===== config.mk =====
export PLATFORM = sky130hd
export DESIGN_NAME = serial_nibble_adder_flat
export DESIGN_NICKNAME = d
export VERILOG_FILES = /design/src/rtl/serial_nibble_adder_pkg.sv /design/src/rtl/serial_nibble_adder_if.sv /design/src/rtl/serial_nibble_adder_nibble_adder.sv /design/src/rtl/serial_nibble_adder.sv /design/src/flat_wrapper.sv
export SDC_FILE = /design/constraint.sdc
export NUM_CORES = 1
export LEC_CHECK = 0
export BUFFER_PORTS_ARGS = -buffer_cell sky130_fd_sc_hd__buf_2
export CORE_UTILIZATION = 55
export DETAILED_ROUTE_END_ITERATION = 6
export PLACE_DENSITY = 0.86
export SYNTH_ARGS = -nofsm -noshare
export SYNTH_HDL_FRONTEND = slang
export SYNTH_SLANG_ARGS = --single-unit

===== constraint.sdc =====
create_clock -name clk -period 3.9 [get_ports clk]
set_clock_uncertainty 0.2 [all_clocks]
set_input_delay 0.195 -clock clk [delete_from_list [all_inputs] [get_ports clk]]
set_output_delay 0.195 -clock clk [all_outputs]
set_load 0.02 [all_outputs]

===== src/rtl/serial_nibble_adder_pkg.sv =====
`default_nettype none
// ============================================================================
//  Module      : serial_nibble_adder_pkg
//  Description : Shared types and constants for the serial nibble adder:
//                FSM state encoding, nibble width and default operand width.
//  Revision    : 1.0 - initial release
// ============================================================================
package serial_nibble_adder_pkg;

    // Width of one serial slice; the datapath processes one of these per cycle.
    localparam int c_NIBBLE_W      = 4;

    // Operand width used when the instantiating code does not override it.
    localparam int c_DEFAULT_WIDTH = 16;

    // Controller states: waiting for operands, rippling nibbles, holding result.
    typedef enum logic [1:0] {
        IDLE = 2'd0,
        CALC = 2'd1,
        DONE = 2'd2
    } state_t;

    // Number of nibble slices (and CALC cycles) for a given operand width.
    function automatic int nib_count(input int width);
        return width / c_NIBBLE_W;
    endfunction

endpackage : serial_nibble_adder_pkg
`default_nettype wire


===== src/rtl/serial_nibble_adder_if.sv =====
`default_nettype none
// ============================================================================
//  Module      : serial_nibble_adder_if
//  Description : Operand/result handshake bundle of the serial nibble adder.
//                master = operand producer / result consumer side,
//                slave  = the adder itself.
//                Optional macro SERIAL_NIBBLE_ADDER_SUB_EN adds the 'sub' line.
//  Revision    : 1.0 - initial release
// ============================================================================
interface serial_nibble_adder_if
    import serial_nibble_adder_pkg::*;
#(
    parameter int WIDTH = c_DEFAULT_WIDTH
);

    logic             in_valid;
    logic             in_ready;
    logic [WIDTH-1:0] a;
    logic [WIDTH-1:0] b;
    logic             cin;
    logic             out_valid;
    logic             out_ready;
    logic [WIDTH-1:0] sum;
    logic             cout;
`ifdef SERIAL_NIBBLE_ADDER_SUB_EN
    logic             sub;
`endif

`ifdef SERIAL_NIBBLE_ADDER_SUB_EN
    modport master (
        output in_valid, a, b, cin, sub, out_ready,
        input  in_ready, out_valid, sum, cout
    );

    modport slave (
        input  in_valid, a, b, cin, sub, out_ready,
        output in_ready, out_valid, sum, cout
    );
`else
    modport master (
        output in_valid, a, b, cin, out_ready,
        input  in_ready, out_valid, sum, cout
    );

    modport slave (
        input  in_valid, a, b, cin, out_ready,
        output in_ready, out_valid, sum, cout
    );
`endif

endinterface : serial_nibble_adder_if
`default_nettype wire


===== src/rtl/serial_nibble_adder_nibble_adder.sv =====
`default_nettype none
// ============================================================================
//  Module      : nibble_adder
//  Description : Combinational 4-bit adder slice, {co, s} = x + y + ci.
//                A single instance is time-shared across all nibbles.
//  Revision    : 1.0 - initial release
// ============================================================================
module nibble_adder
    import serial_nibble_adder_pkg::*;
(
    input  wire logic [c_NIBBLE_W-1:0] x,
    input  wire logic [c_NIBBLE_W-1:0] y,
    input  wire logic                  ci,
    output logic      [c_NIBBLE_W-1:0] s,
    output logic                       co
);

    logic [c_NIBBLE_W:0] w_total;

    // Zero-extend both operands so the carry lands in the top bit.
    always_comb begin
        w_total = {1'b0, x} + {1'b0, y} + {{c_NIBBLE_W{1'b0}}, ci};
        s       = w_total[c_NIBBLE_W-1:0];
        co      = w_total[c_NIBBLE_W];
    end

endmodule : nibble_adder
`default_nettype wire


===== src/rtl/serial_nibble_adder.sv =====
`default_nettype none
// ============================================================================
//  Module      : serial_nibble_adder
//  Description : Bit-serial-by-nibble adder. Operands are latched on accept,
//                one nibble is added per cycle through a shared nibble_adder,
//                and the result is held until the consumer takes it.
//                Optional macro SERIAL_NIBBLE_ADDER_SUB_EN enables a + ~b + 1
//                when the latched 'sub' input is high.
//  Revision    : 1.0 - initial release
// ============================================================================
module serial_nibble_adder
    import serial_nibble_adder_pkg::*;
#(
    parameter int WIDTH = c_DEFAULT_WIDTH
)(
    input  wire logic          clk,
    input  wire logic          rst_n,
    serial_nibble_adder_if.slave bus
);

    localparam int c_NIB   = nib_count(WIDTH);
    localparam int c_IDX_W = $clog2(c_NIB);
    localparam logic [c_IDX_W-1:0] c_LAST = c_IDX_W'(c_NIB - 1);
    localparam logic [c_IDX_W-1:0] c_ONE  = c_IDX_W'(1);

    // Reject operand widths the nibble slicing cannot handle.
    generate
        if ((WIDTH % c_NIBBLE_W) != 0 || WIDTH < 8) begin : g_bad_width
            $error("serial_nibble_adder: WIDTH must be a multiple of 4 and >= 8");
        end
    endgenerate

    state_t               r_state;
    logic [WIDTH-1:0]     r_a;
    logic [WIDTH-1:0]     r_b;
    logic                 r_carry;
    logic [c_IDX_W-1:0]   r_idx;
    logic [WIDTH-1:0]     r_sum;
    logic                 r_cout;
    logic                 r_out_valid;

    logic                  w_in_ready;
    logic                  w_accept;
    logic [WIDTH-1:0]      w_b_eff;
    logic                  w_cin_eff;
    logic [c_NIBBLE_W-1:0] w_x;
    logic [c_NIBBLE_W-1:0] w_y;
    logic [c_NIBBLE_W-1:0] w_s;
    logic                  w_co;

    // Ready depends on state alone so it never combinationally follows in_valid.
    assign w_in_ready = (r_state == IDLE);
    assign w_accept   = bus.in_valid && w_in_ready;

`ifdef SERIAL_NIBBLE_ADDER_SUB_EN
    // Subtraction is folded into the latched operands: store ~b and force the
    // initial carry to 1, so the CALC datapath is identical for both modes.
    assign w_b_eff   = bus.sub ? ~bus.b : bus.b;
    assign w_cin_eff = bus.sub ? 1'b1   : bus.cin;
`else
    assign w_b_eff   = bus.b;
    assign w_cin_eff = bus.cin;
`endif

    // Select the nibble pair addressed by the running index.
    assign w_x = r_a[r_idx*c_NIBBLE_W +: c_NIBBLE_W];
    assign w_y = r_b[r_idx*c_NIBBLE_W +: c_NIBBLE_W];

    nibble_adder u_nibble_adder (
        .x  (w_x),
        .y  (w_y),
        .ci (r_carry),
        .s  (w_s),
        .co (w_co)
    );

    // Controller and datapath: latch on accept, ripple one nibble per cycle,
    // then hold the result until the consumer handshakes it away.
    always_ff @(posedge clk) begin
        if (!rst_n) begin
            r_state     <= IDLE;
            r_a         <= '0;
            r_b         <= '0;
            r_carry     <= 1'b0;
            r_idx       <= '0;
            r_sum       <= '0;
            r_cout      <= 1'b0;
            r_out_valid <= 1'b0;
        end else begin
            case (r_state)
                IDLE: begin
                    if (w_accept) begin
                        r_a     <= bus.a;
                        r_b     <= w_b_eff;
                        r_carry <= w_cin_eff;
                        r_idx   <= '0;
                        r_state <= CALC;
                    end
                end
                CALC: begin
                    r_sum[r_idx*c_NIBBLE_W +: c_NIBBLE_W] <= w_s;
                    r_carry <= w_co;
                    if (r_idx == c_LAST) begin
                        r_cout      <= w_co;
                        r_out_valid <= 1'b1;
                        r_state     <= DONE;
                    end else begin
                        r_idx <= r_idx + c_ONE;
                    end
                end
                DONE: begin
                    // No same-cycle accept here: IDLE is only reached next cycle.
                    if (bus.out_ready) begin
                        r_out_valid <= 1'b0;
                        r_state     <= IDLE;
                    end
                end
                default: begin
                    r_state     <= IDLE;
                    r_out_valid <= 1'b0;
                end
            endcase
        end
    end

    assign bus.in_ready  = w_in_ready;
    assign bus.out_valid = r_out_valid;
    assign bus.sum       = r_sum;
    assign bus.cout      = r_cout;

endmodule : serial_nibble_adder
`default_nettype wire


===== src/flat_wrapper.sv =====
// flat-port wrapper written by rule: the top's interface ports become plain ports
module serial_nibble_adder_flat import serial_nibble_adder_pkg::*;
#(
    parameter int WIDTH = c_DEFAULT_WIDTH
)
  (clk, rst_n, bus_in_valid, bus_a, bus_b, bus_cin, bus_out_ready, bus_in_ready, bus_out_valid, bus_sum, bus_cout);
  serial_nibble_adder_if #(.WIDTH(WIDTH)) bus_i ();
  input  wire logic clk;
  input  wire logic rst_n;
  input wire logic [$bits(bus_i.in_valid)-1:0] bus_in_valid;
  input wire logic [$bits(bus_i.a)-1:0] bus_a;
  input wire logic [$bits(bus_i.b)-1:0] bus_b;
  input wire logic [$bits(bus_i.cin)-1:0] bus_cin;
  input wire logic [$bits(bus_i.out_ready)-1:0] bus_out_ready;
  output wire logic [$bits(bus_i.in_ready)-1:0] bus_in_ready;
  output wire logic [$bits(bus_i.out_valid)-1:0] bus_out_valid;
  output wire logic [$bits(bus_i.sum)-1:0] bus_sum;
  output wire logic [$bits(bus_i.cout)-1:0] bus_cout;
  assign bus_i.in_valid = bus_in_valid;
  assign bus_i.a = bus_a;
  assign bus_i.b = bus_b;
  assign bus_i.cin = bus_cin;
  assign bus_i.out_ready = bus_out_ready;
  assign bus_in_ready = bus_i.in_ready;
  assign bus_out_valid = bus_i.out_valid;
  assign bus_sum = bus_i.sum;
  assign bus_cout = bus_i.cout;
  serial_nibble_adder #(.WIDTH(WIDTH)) u_core (.clk(clk), .rst_n(rst_n), .bus(bus_i));
endmodule

Word level (Yosys, flattened, before mapping)
Index checks and enable logic that the tools add are counted.
- latch bits: 0
- memories kept: 0
- input bits: 37
- output and inout bits: 19
- register bits after elaboration: 55
- word-level logic and storage cells: 46
- bits in writable memories: 0
- memory bits (read-only): 0
- shifts and indexed selects: 4
- multipliers: 0
- magnitude comparators: 0
- $add $sub $neg: 4
- mux-type cells: 13
- eq/ne operators: 7
- reductions and logical operators: 9
- divide/modulo/power cells: 0
- bitwise operators: 1
- operator list (cell ; count):
    negator 4 -> 34 bit ; 1
    variable shift 4 x 34 -> 16 bit, first input constant ; 1
    indexed part select 4 x 34 -> 16 bit ; 1
    indexed part select 16 x 5 -> 4 bit ; 2
    bitwise mux 16 bit ; 1
    two-way mux 2 bit ; 5
    AND reduction 3 bit ; 3
    inequality test 2 bit, second input constant ; 3
    one-hot mux 2 bit (3 select lines) ; 1
    AND reduction 2 bit ; 3
    adder 4 x 4 -> 5 bit ; 1
    adder 5 x 1 -> 5 bit ; 1
    == test 2 bit, second input constant ; 2
    one-hot mux 2 bit (2 select lines) ; 1
    two-way mux 1 bit ; 3
    one-hot mux 1 bit (3 select lines) ; 1
    adder 2 x 1 -> 2 bit, second input constant ; 1
    == test 2 x 1 -> 1 bit, second input constant ; 1
    logical NOT 2 bit ; 1
    inequality test 2 x 1 -> 1 bit, second input constant ; 1
    one-hot mux 1 bit (2 select lines) ; 1
    nonzero test 2 bit ; 1
    logical AND 1 bit ; 1
    NOT 1 bit ; 1

Longest topological paths before layout
- depth in word-level cells: 5
- depth in mapped cells: 9
- mapped depth without buffers: 8

By module
A second synthesis with hierarchy kept.
- cells, all modules: 277
- area, all modules: 2701.3 µm²
- by module, submodules not included (module ; instances ; sequential area each (µm²) ; area each (µm²) ; cells an instance):
    serial_nibble_adder ; 1 ; 1101.1 ; 2557.5 ; 261
    nibble_adder ; 1 ; 0.0 ; 143.9 ; 16

Worst setup path after synthesis
OpenSTA, ideal clock, no wires.
- kind: flip-flop to flip-flop
- start point: register u_core.r_idx[0]
- end point: register u_core.r_cout, in the netlist u_core.bus.cout
- setup time: 0.120 ns
- cell stages (with the launch flop): 10
- path slack: 1.226 ns
- data arrival time: 2.353 ns
- buffers on the path: 1
- period minus slack after synthesis: 2.674 ns
- cell sequence: dfxtp_1 buf_4 mux4_2 fa_1 inv_1 fa_1 nor2b_1 o21ai_0 nor3b_1 nor3b_1
- word-level cells in the longest chain between the ends: 3
- elaborated cells on any way between the ends: 6
- classes of those cells: add/sub (2); eq/ne (1); shift (2); reduce/logical (1)
- ends and longest elaborated chain (element ; RTL line ; text):
    start: declaration ; serial_nibble_adder.sv:37 ; logic [c_IDX_W-1:0] r_idx;
    start signal: assignment ; serial_nibble_adder.sv:108 ; r_idx <= r_idx + c_ONE;
    indexed part select 16 x 5 -> 4 bit (on tied branches) ; serial_nibble_adder.sv:66, serial_nibble_adder.sv:67 ;
    adder 4 x 4 -> 5 bit ; serial_nibble_adder_nibble_adder.sv:22 ; w_total = {1'b0, x} + {1'b0, y} + {{c_NIBBLE_W{1'b0}}, ci};
    adder 5 x 1 -> 5 bit ; serial_nibble_adder_nibble_adder.sv:22 ;
    end signal: assignment ; serial_nibble_adder.sv:104 ; r_cout <= w_co;
    end: declaration ; serial_nibble_adder.sv:39 ; logic r_cout;
Several ways; a longest one is shown, not always the timed one.
A chain may end at the register's enable or synchronous reset.

Worst setup path in the final report
- start point: register u_core.r_idx[0]
- end point: register u_core.r_carry
- word-level cells in the longest chain between the ends: 4
- elaborated cells on any way between the ends: 5
- classes of those cells: add/sub (2); shift (2); mux (1)
- ends and longest elaborated chain (element ; RTL line ; text):
    indexed part select 16 x 5 -> 4 bit (on tied branches) ; serial_nibble_adder.sv:66, serial_nibble_adder.sv:67 ;
    adder 4 x 4 -> 5 bit * ; serial_nibble_adder_nibble_adder.sv:22 ;
    adder 5 x 1 -> 5 bit * ; serial_nibble_adder_nibble_adder.sv:22 ;
    one-hot mux 1 bit (2 select lines) * ; serial_nibble_adder.sv:90 ; case (r_state)
    end signal: assignment ; serial_nibble_adder.sv:95 ; r_carry <= w_cin_eff;
    end signal: assignment ; serial_nibble_adder.sv:102 ; r_carry <= w_co;
    end: declaration ; serial_nibble_adder.sv:36 ; logic r_carry;
Every way passes the cells marked *; elsewhere a longest branch is shown, timed or not.

==> results.toml <==
[yosys]
synth_edf_count = 0
syn-num-nets = 321
syn_area_um2 = 2590
yosys_warnings = 0
syn_area_per_cell_um2 = 9.50
synthCells = 273
ys_async_sr_fraction_pct = 0
ys_seq_area_share_pct = 42.5
yosys.cell_types.count = 37
synth-seq-cells = 55
ys.flop_type = "dfxtp_1"

[power]
power_uw = 1180
seqPwrFrac_pct = 50.9
clkPwrFrac_pct = 33.2
p_per_area_nw_per_um2 = 358
p_comb_share_pct = 15.9
p_int_uw = 887
ir_drop_mv = 0.277
power.leakage_uw = 0.00136
p_switching_uw = 295
p_sw_share_pct = 25.0

[floorplanning]
ioPinCount = 56
initial_core_util_pct = 58.3
rows = 24
die_w_um = 70.7
fp.dieH_um = 70.7
core_area_um2 = 4440
die_area_um2 = 4990

[route]
drt_iter0_markers = 144
dr.pass1.iters = 6
wl_mm = 5.87
final_antenna_net_count = 0
vias = 2220
drc = 6
post_drt_wl_per_cell_um = 14.5
vias_per_cell = 5.50

[worst_hold_path]
worstHoldPathType = "input port to register"

[cells_and_area]
regArea_um2 = 1100
most-common-layout-cells = "72 x nand2_1, 55 x buf_2, 55 x dfxtp_1"
post-route-util_pct = 74.2
nNetsFinal = 399
multi_input_area_um2 = 1380
fillCellCount = 320
layout.cells.most_common = "nand2_1"
n_antenna_cell = 0
synthToLayoutAreaGrowth_pct = 27.3
drive_gt1_share_pct = 21.9

[grt]
grt-ovfl-total = 0
grt_pass1_wl_mm = 10.0
grt_pass1_vias = 2175
grt_max_degree = 56
gr-usage-all-layers_pct = 25.8
antenna_found_initial = 0

[place]
post-dp-hpwl_mm = 3.67
dpl_worst_slack_ns = 1.18
port_buffers = 55
place_congestion = 0.764

[clocking]
cts.sinks = 55
htreeDepth = 2
root_buffer = "clkbuf_8"
clk_latency_ns = 0.31
clk_pin_slew_ns = 0.10
numCtsBuffers = 5
post_cts_buffers = 0
clock_path_buffers = 2
tritoncts = "built"

[sta]
max_clock_freq_mhz = 353
slew_headroom_pct = 18.5
setup_violations = 0
rsz0062_at_grt = "false"
slew_viol_final = 0
post-route-period-util_pct = 72.7
hold_violations = 0
final.setup.tns_ns = 0
holdWs_ns = 0.0199
min_period_ns = 2.84
fin_ws_ns = 1.06
tightest_slew_ns = 1.22

[worst_setup_path]
worst_setup_path_end_kind = "register"
crit_slowest_cell = "mux4_2"
crit_top_cell = "fa_1"
worstPathMaxFanout = 16
cp-start-kind = "register"
arrival_ns = 2.86
cp_num_buf_inv = 2
crit_type = "register to register"
reg2reg_slack_ns = 1.06
cp.required_ns = 3.92
cp_cell_sequence = "buf_4 -> mux4_2 -> fa_1 -> inv_1 -> fa_1 -> nor2b_1 -> o21ai_0 -> nand3b_1 -> and3_1"
cpPeakStageDelay_ns = 0.55
path_delay_family = "adder cells"

[status]
run_status = "finished with violations"
violations = "design-rule violations"

[job]
maxCapViolCount = 0
-- Yosys cell counts (all sizes together), types with 2 or more instances --
cell type  instances  area (um^2)
ha                 9          113
a21boi            34          255
fa                 2         40.0
clkbuf             6         22.5
a22oi             12         90.1
a21oi              3         15.0
buf               12         72.6
nand2             72          270
nand3b             3         35.0
dfxtp             55         1100
a32oi              5         43.8
nor3b              4         35.0
or3b               2         17.5
nor2               4         15.0
and3               2         12.5
nor2b             20          125
mux4               8          180
inv                7         26.3
o21ai              2         10.0
-- flip-flops by register name (all words and copies together) (netlist names) --
register and cells:
u_core.bus.sum 16, u_core.bus.out_valid 1, u_core.r_a 16, u_core.r_b 16, u_core.bus.cout 1, u_core.r_idx 2
u_core.r_state 2, u_core.r_carry 1
-- layout make-up --
class	count	area share (%)
Clock inverter	2	1.06
Multi-Input combinational cell	193	41.7
Clock buffer	6	2.50
Timing Repair Buffer	89	18.6
Tap cell	52	1.97
Inverter	7	0.796
Sequential cell	55	33.4
-- cell families (layout without fill, tap and decap cells) --
family	Yosys count	after routing	synth area share [%]
flops	55	55	42.5
compound gates	58	58	16.6
mux	9	9	7.34
xor+xnor	1	1	0.338
fa+ha+maj	11	11	5.89
simple gates	114	114	22.7
buf+inv	25	104	4.68
-- worst reg2reg max path: cells and delay by family (launching register included) --
family,cells,cell delay [ns]
adder cells (fa/ha/maj),2,0.59
buffers and inverters,2,0.35
multiplexers,1,0.55
AND/OR/NAND/NOR,3,0.39
flip-flops,1,0.36
AO/OA/AOI/OAI,1,0.30
-- power by group through the flow --
| stage | clock, uW | sequential [uW] | combinational, uW |
|---|---|---|---|
| final | 392 | 602 | 188 |
| after global routing | 417 | 606 | 209 |
| after CTS | 396 | 602 | 185 |
| after detailed placement | 0 | 615 | 160 |
| after global placement | 0 | 615 | 156 |
| after floorplan | 0 | 611 | 119 |
-- through the flow --
stage | cells | instance area, um^2
after floorplan | 273 | 2590
after global placement | 363 | 2850
after detailed placement | 363 | 2850
after CTS | 404 | 3300
after global routing | 404 | 3300
final | 404 | 3300
-- final timing paths --
| path | start | to | cells past startpoint |
|---|---|---|---|
| max reg2reg | u_core.r_idx[0] | u_core.r_carry | 9 |
| min reg2reg | u_core.r_b[10] | u_core.r_b[10] | 2 |
| max | u_core.r_idx[0] | u_core.r_carry | 9 |
| min | bus_in_valid | u_core.r_state[0] | 3 |
-- metal layers --
metal,wire length (um),global-route usage (%)
met1,2550,32.4
met2,2870,43.4
met3,284,4.84
met4,164,12.0
met5,0,0
-- repair_timing --
item,CTS,global route
endpoints found under the hold margin,33,0
hold buffers,33,0
gates resized for setup,0,0
Note: power is estimated with default switching activity, not from simulation.
